`config.mk`:
```
export PLATFORM = sky130hd
export DESIGN_NAME = fetch_sequencer_flat
export DESIGN_NICKNAME = d
export VERILOG_FILES = /design/src/rtl/fetch_sequencer_if.sv /design/src/rtl/fetch_sequencer.sv /design/src/flat_wrapper.sv
export SDC_FILE = /design/constraint.sdc
export NUM_CORES = 1
export LEC_CHECK = 0
export CORE_MARGIN = 2
export CORE_UTILIZATION = 40
export DETAILED_ROUTE_END_ITERATION = 8
export PLACE_DENSITY = 0.73
export SYNTH_ARGS = -nofsm -noshare
export SYNTH_HDL_FRONTEND = slang
export SYNTH_SLANG_ARGS = --single-unit
```
`constraint.sdc`:
```
create_clock -name clk -period 2.1 [get_ports clk]
set_clock_uncertainty 0.05 [all_clocks]
set_input_delay 0.42 -clock clk [delete_from_list [all_inputs] [get_ports clk]]
set_output_delay 0.42 -clock clk [all_outputs]
set_load 0.05 [all_outputs]
```
`src/rtl/fetch_sequencer_if.sv`:
```
// External program-store read channel: level request held until a one-cycle ack with data.
interface fetch_sequencer_if #(
  parameter int unsigned ADDR_W = 10
) ();
  logic              Mem_Req;
  logic [ADDR_W-1:0] Mem_Addr;
  logic              Mem_Ack;
  logic [31:0]       Mem_Data;

  modport master (output Mem_Req, Mem_Addr, input Mem_Ack, Mem_Data);
  modport slave  (input Mem_Req, Mem_Addr, output Mem_Ack, Mem_Data);
endinterface

```
`src/rtl/fetch_sequencer.sv`:
```
// PC / prefetch sequencer: fetches the word LOOKAHEAD ahead of the issued Address from the
// slow store, then issues the Address/plus32 pair; handles branches and stalls.
module fetch_sequencer #(
  parameter int unsigned       ADDR_W    = 10,
  parameter int unsigned       LOOKAHEAD = 8,
  parameter logic [ADDR_W-1:0] RESET_PC  = '0
) (
  input  logic                clk,
  input  logic                Reset,
  input  logic                Stall,
  input  logic                Branch_En,
  input  logic [ADDR_W-1:0]   Branch_Target,
  fetch_sequencer_if.master   mem,
  output logic [ADDR_W-1:0]   Address,
  output logic [31:0]         plus32,
  output logic                Fetch_Valid
);

  typedef enum logic [1:0] {
    S_REQ   = 2'd0,
    S_WAIT  = 2'd1,
    S_ISSUE = 2'd2,
    S_NEXT  = 2'd3
  } state_t;

  state_t            r_state;
  logic [ADDR_W-1:0] r_pc;
  logic              r_discard;
  logic [ADDR_W-1:0] r_address;
  logic [31:0]       r_plus32;
  logic              r_fetch_valid;
  logic              r_mem_req;
  logic [ADDR_W-1:0] r_mem_addr;

  logic [ADDR_W-1:0] w_prefetch_addr;
  logic [ADDR_W-1:0] w_pc_inc;

  // Both wrap naturally modulo 2^ADDR_W.
  assign w_prefetch_addr = r_pc + ADDR_W'(LOOKAHEAD);
  assign w_pc_inc        = r_pc + ADDR_W'(1);

  always_ff @(posedge clk or negedge Reset) begin
    if (!Reset) begin
      r_state       <= S_REQ;
      r_pc          <= RESET_PC;
      r_discard     <= 1'b0;
      r_address     <= RESET_PC;
      r_plus32      <= '0;
      r_fetch_valid <= 1'b0;
      r_mem_req     <= 1'b0;
      r_mem_addr    <= '0;
    end else if (Branch_En) begin
      // A request already on the wire is never withdrawn; its data is dropped on arrival.
      r_pc          <= Branch_Target;
      r_fetch_valid <= 1'b0;
      if (r_state == S_WAIT) begin
        if (mem.Mem_Ack) begin
          r_mem_req <= 1'b0;
          r_discard <= 1'b0;
          r_state   <= S_REQ;
        end else begin
          r_discard <= 1'b1;
        end
      end else begin
        r_mem_req <= 1'b0;
        r_state   <= S_REQ;
      end
    end else begin
      case (r_state)
        S_REQ: begin
          r_mem_req  <= 1'b1;
          r_mem_addr <= w_prefetch_addr;
          r_state    <= S_WAIT;
        end
        S_WAIT: begin
          if (mem.Mem_Ack) begin
            r_mem_req <= 1'b0;
            if (r_discard) begin
              r_discard <= 1'b0;
              r_state   <= S_REQ;
            end else begin
              r_plus32 <= mem.Mem_Data;
              r_state  <= S_ISSUE;
            end
          end
        end
        S_ISSUE: begin
          r_address     <= r_pc;
          r_fetch_valid <= 1'b1;
          r_state       <= S_NEXT;
        end
        S_NEXT: begin
          r_fetch_valid <= 1'b0;
          if (!Stall) begin
            r_pc    <= w_pc_inc;
            r_state <= S_REQ;
          end
        end
      endcase
    end
  end

  assign Address      = r_address;
  assign plus32       = r_plus32;
  assign Fetch_Valid  = r_fetch_valid;
  assign mem.Mem_Req  = r_mem_req;
  assign mem.Mem_Addr = r_mem_addr;

endmodule

```
`src/flat_wrapper.sv`:
```
// flat-port wrapper written by rule: the top's interface ports become plain ports
module fetch_sequencer_flat 
#(
  parameter int unsigned       ADDR_W    = 10,
  parameter int unsigned       LOOKAHEAD = 8,
  parameter logic [ADDR_W-1:0] RESET_PC  = '0
)
  (clk, Reset, Stall, Branch_En, Branch_Target, Address, plus32, Fetch_Valid, mem_Mem_Req, mem_Mem_Addr, mem_Mem_Ack, mem_Mem_Data);
  fetch_sequencer_if #(.ADDR_W(ADDR_W)) mem_i ();
  input  logic clk;
  input  logic Reset;
  input  logic Stall;
  input  logic Branch_En;
  input  logic [ADDR_W-1:0] Branch_Target;
  output logic [ADDR_W-1:0] Address;
  output logic [31:0] plus32;
  output logic Fetch_Valid;
  output wire logic [$bits(mem_i.Mem_Req)-1:0] mem_Mem_Req;
  output wire logic [$bits(mem_i.Mem_Addr)-1:0] mem_Mem_Addr;
  input wire logic [$bits(mem_i.Mem_Ack)-1:0] mem_Mem_Ack;
  input wire logic [$bits(mem_i.Mem_Data)-1:0] mem_Mem_Data;
  assign mem_Mem_Req = mem_i.Mem_Req;
  assign mem_Mem_Addr = mem_i.Mem_Addr;
  assign mem_i.Mem_Ack = mem_Mem_Ack;
  assign mem_i.Mem_Data = mem_Mem_Data;
  fetch_sequencer #(.ADDR_W(ADDR_W), .LOOKAHEAD(LOOKAHEAD), .RESET_PC(RESET_PC)) u_core (.clk(clk), .Reset(Reset), .Stall(Stall), .Branch_En(Branch_En), .Branch_Target(Branch_Target), .mem(mem_i), .Address(Address), .plus32(plus32), .Fetch_Valid(Fetch_Valid));
endmodule
```
Word-level counts from Yosys, hierarchy flattened
Index checks and enable logic that the tools add are counted.
{ "op_classes": {"eq_ne": 6, "n_addsub": 2, "reduce_logical": 11, "n_mux": 21, "bitwise": 2} }
{ "op_table": {"columns": ["operator", "n"], "rows": [
  ["$mux 10", 3],
  ["$mux 2", 6],
  ["$add 10x1->10 const B", 1],
  ["$add 10x4->10 const B", 1],
  ["$reduce_and 2->1", 5],
  ["$mux 1", 9],
  ["$pmux 2 s4", 1],
  ["$reduce_bool 3->1", 2],
  ["$eq 2x2->1 const B", 2],
  ["$pmux 1 s2", 2],
  ["$reduce_and 4->1", 1],
  ["$reduce_bool 2->1", 2],
  ["$ne 3x3->1 const B", 1],
  ["$eq 2x1->1 const B", 1],
  ["$logic_not 2->1", 1],
  ["$ne 2x1->1 const B", 1],
  ["$ne 2x2->1 const B", 1],
  ["$not 1->1", 2]
]} }
{ "word_totals": {"out_inout_bits": 54, "regBits": 67} }

Longest topological paths before layout
{ "logic_depth": {"depth_word": 4, "depth_mapped": 6, "ltp_nobuf": 5} }

Worst setup path before layout
No wires, ideal clock.
{ "synth_path": {"path_kind": "reg-to-reg", "from": "register u_core.r_state[1]", "to": "register u_core.r_plus32[15], in the netlist u_core.plus32[15]", "n_path_buf": 2, "stages_incl_launch_ff": 7, "setup_ns": 0.125, "arrival_ns": 1.400, "synth_period_minus_slack_ns": 1.574, "slack_ns": 0.526, "path_cell_list": "dfrtp_1 -> buf_6 -> inv_4 -> nand2_4 -> nor3_4 -> buf_6 -> mux2_2"} }
{ "synth_via": {"elab_chain_len": 2} }
{ "synth_lines": {"columns": ["item", "line_no", "rtl"], "rows": [
  ["start: declaration", "fetch_sequencer.sv:26", "state_t r_state;"],
  ["start signal: assignment", "fetch_sequencer.sv:44", "r_state <= S_REQ;"],
  ["start signal: assignment", "fetch_sequencer.sv:60", "r_state <= S_REQ;"],
  ["start signal: assignment", "fetch_sequencer.sv:66", "r_state <= S_REQ;"],
  ["$eq 2x1->1", "fetch_sequencer.sv:69", "case (r_state)"],
  ["$reduce_and 4->1 (no line)", null, null],
  ["end signal: assignment", "fetch_sequencer.sv:82", "r_plus32 <= mem.Mem_Data;"],
  ["end: declaration", "fetch_sequencer.sv:30", "logic [31:0] r_plus32;"]
]} }
No other way between the ends.
A chain may end at the register's enable or synchronous reset.

Worst setup path in the final report
{ "layout_path": {"from": "register u_core.r_mem_req, in the netlist u_core.mem.Mem_Req", "to": "output port mem_Mem_Req"} }
{ "layout_rtl": {"columns": ["item", "line_no", "rtl"], "rows": [
  ["start: declaration", "fetch_sequencer.sv:32", "logic r_mem_req;"],
  ["start signal: assignment", "fetch_sequencer.sv:50", "r_mem_req <= 1'b0;"],
  ["start signal: assignment", "fetch_sequencer.sv:58", "r_mem_req <= 1'b0;"],
  ["start signal: assignment", "fetch_sequencer.sv:65", "r_mem_req <= 1'b0;"],
  ["end: declaration", "flat_wrapper.sv:18", "output wire logic [$bits(mem_i.Mem_Req)-1:0] mem_Mem_Req;"]
]} }
No word-level cell between the ends.

==> impl_metrics.json <==
{
  "reg2regPathDepth": 5,
  "critical_path_depth": 1,
  "max-slew-margin-rel_pct": 63.3,
  "grt_pass1_vias": 2036,
  "cts.sinks": 67,
  "hpwl_mm": 4.56,
  "ctsResizeCount": 0,
  "setup_viol": 0,
  "synth_warnings": 0,
  "cts_buffers": 9,
  "die_h_um": 87.9,
  "rsz0062_at_grt": "false",
  "nets": 371,
  "ys_top_cells_by_area": "dfrtp_1 60%, mux2_2 10%, mux2_1 8.4%",
  "grt_max_degree": 33,
  "period_minus_slack_ns": 2.00,
  "cts_setup_buffers": 0,
  "syn_area_um2": 2820,
  "synth_compound_area_share_pct": 4.35,
  "layout.area.seq_um2": 1680,
  "synth_adder_area_share_pct": 0.888,
  "critPathMaxStageDelay_ns": 0.83,
  "antenna_found_initial": 0,
  "final_antenna_net_count": 0,
  "required_ns": 1.63,
  "p_leak_uw": 0.00177,
  "status": "finished clean",
  "dr.pass1.iters": 4,
  "worstSetupEndpointType": "output pin",
  "area_growth_syn_to_layout_pct": 49.1,
  "io_buffers": 100,
  "avgSynthCellArea_um2": 13.5,
  "synth_xor_area_share_pct": 4.35,
  "synthSimpleGateAreaFrac_pct": 7.99,
  "synthesis.nets": 257,
  "coreArea_um2": 6790,
  "p_per_area_nw_per_um2": 1610,
  "synthMuxAreaShare_pct": 19.4,
  "dieArea_um2": 7730,
  "worstPathMaxFanout": 3,
  "fin_tns_setup_ns": 0,
  "final_cell_mix": "99 x clkdlybuf4s50_1, 67 x dfrtp_1, 25 x mux2_2, 21 x mux2_1",
  "clkLatencyLatePin_ns": 0.33,
  "startpoint_type": "flip-flop",
  "n_fill_cell": 551,
  "wire_per_inst_um": 14.6,
  "synth_cell_types": 32,
  "die_x_um": 87.9,
  "slowest_stage": "clkdlybuf4s50_1",
  "cap_violations": 0,
  "cp_top_family": "buffers and inverters",
  "cts_buffer_depth": 2,
  "ir_drop_uv": 648,
  "hold_class": "in -> async",
  "hold_buffers": 1,
  "root_buffer": "clkbuf_8",
  "ys_seq_area_share_pct": 59.5,
  "drive_gt1_share_pct": 18.3,
  "placed_area_um2": 3970,
  "io_pins": 101,
  "final_common_cell": "clkdlybuf4s50_1",
  "synth_area_leader_cell": "dfrtp_1",
  "finalHoldViolations": 0,
  "multi_input_area_um2": 1040,
  "tightest_slew_ns": 0.548,
  "design_area_um2": 4200,
  "synth_top_family_by_area": "multiplexers",
  "cts_tree": "yes",
  "rows": 30,
  "fin_util_pct": 61.8,
  "grt_pass1_wl_mm": 10.1,
  "clock.fmax_mhz": 500,
  "drtIter0Drc": 91,
  "drt_wl_total_mm": 6.18,
  "drc": 0,
  "diodes": 0,
  "ys_ff_latch": 67,
  "crit_chain": "clkdlybuf4s50_1",
  "timing.reg2reg.setup_slack_ns": 0.40,
  "path_clk_slew_ns": 0.07,
  "vias": 1978,
  "cts_htree_levels": 3,
  "netlist.area_leader.share_pct": 59.5,
  "synthCells": 208,
  "fin_crit_sh_pct": 95.2,
  "drv_slew": 0,
  "gr-total-overflow": 0,
  "worstPathArrival_ns": 1.53,
  "path_buf_inv": 1,
  "crit_type": "reg -> out",
  "start_util_pct": 41.5,
  "place.gp.congestion": 0.820,
  "grt_usage_pct": 17.1,
  "avgViaCountPerCell": 4.68
}
==> stage by stage <==
step                      setup slack (ns)  hold slack [ns]  power (uW)  cells
after global placement               0.109            0.253        5580    406
after floorplan                      0.526           0.0744        4370    208
after global routing                0.0517            0.453        7100    423
final                                0.102            0.433        6780    423
after detailed placement            0.0594            0.256        5630    406
after CTS                           0.0796            0.431        6850    423
==> power breakdown <==
group	switching (uW)	internal (uW)
Clock	474	727
Sequential	283	1800
Combinational	2230	1260
==> layout make-up <==
cell class	instances	share of cell area [%]
Inverter	5	0.506
Timing Repair Buffer	112	26.5
Multi-Input combinational cell	127	24.8
Sequential cell	67	39.9
Clock buffer	11	3.60
Tap cell	96	2.86
Clock inverter	5	1.79
==> logic make-up (layout without fill, tap and decap cells) <==
group / Yosys count / after routing
AO/OA/AOI/OAI: 23 / 23
XOR/XNOR: 14 / 14
adder cells (fa/ha/maj): 2 / 2
buffers and inverters: 14 / 133
flip-flops: 67 / 67
multiplexers: 49 / 49
AND/OR/NAND/NOR: 39 / 39
==> metal layers <==
metal,global-route usage (%),up-vias,part of all wire (%)
met3,4.15,6,3.3
met5,0,-,0
met4,6.29,0,1.3
met1,23.0,987,43
met2,27.1,38,52
li1,-,947,-
==> worst paths after layout <==
check                                   start                      to
hold / removal                          Reset  u_core.mem.Mem_Addr[2]
setup reg to reg            u_core.r_state[1]       u_core.plus32[16]
hold reg to reg             u_core.plus32[12]       u_core.plus32[12]
max in group asynchronous               Reset       u_core.plus32[11]
setup / recovery           u_core.mem.Mem_Req             mem_Mem_Req
min in group clk            u_core.plus32[12]       u_core.plus32[12]
==> sequential cells by signal, indices dropped and copies added, names as in the netlist <==
signal,flops
u_core.Address,10
u_core.Fetch_Valid,1
u_core.mem.Mem_Addr,10
u_core.mem.Mem_Req,1
u_core.plus32,32
u_core.r_discard,1
u_core.r_pc,10
u_core.r_state,2
==> cell usage after synthesis, drive strengths merged <==
| library cell | count |
|---|---|
| dfrtp | 67 |
| mux2 | 46 |
| nand2 | 13 |
| o21ai | 12 |
| nor2 | 10 |
| a21oi | 8 |
| xnor2 | 8 |
| buf | 7 |
| xor2 | 6 |
| inv | 5 |
| nor3 | 5 |
| nand3 | 4 |
| mux2i | 3 |
| clkbuf | 2 |
| ha | 2 |
| and2 | 1 |
| and3 | 1 |
| and4b | 1 |
| nand2b | 1 |
| nand3b | 1 |
| nand4 | 1 |
| nor4 | 1 |
| o21a | 1 |
| o22ai | 1 |
| o32ai | 1 |
Power figures use the tool's default switching activity.
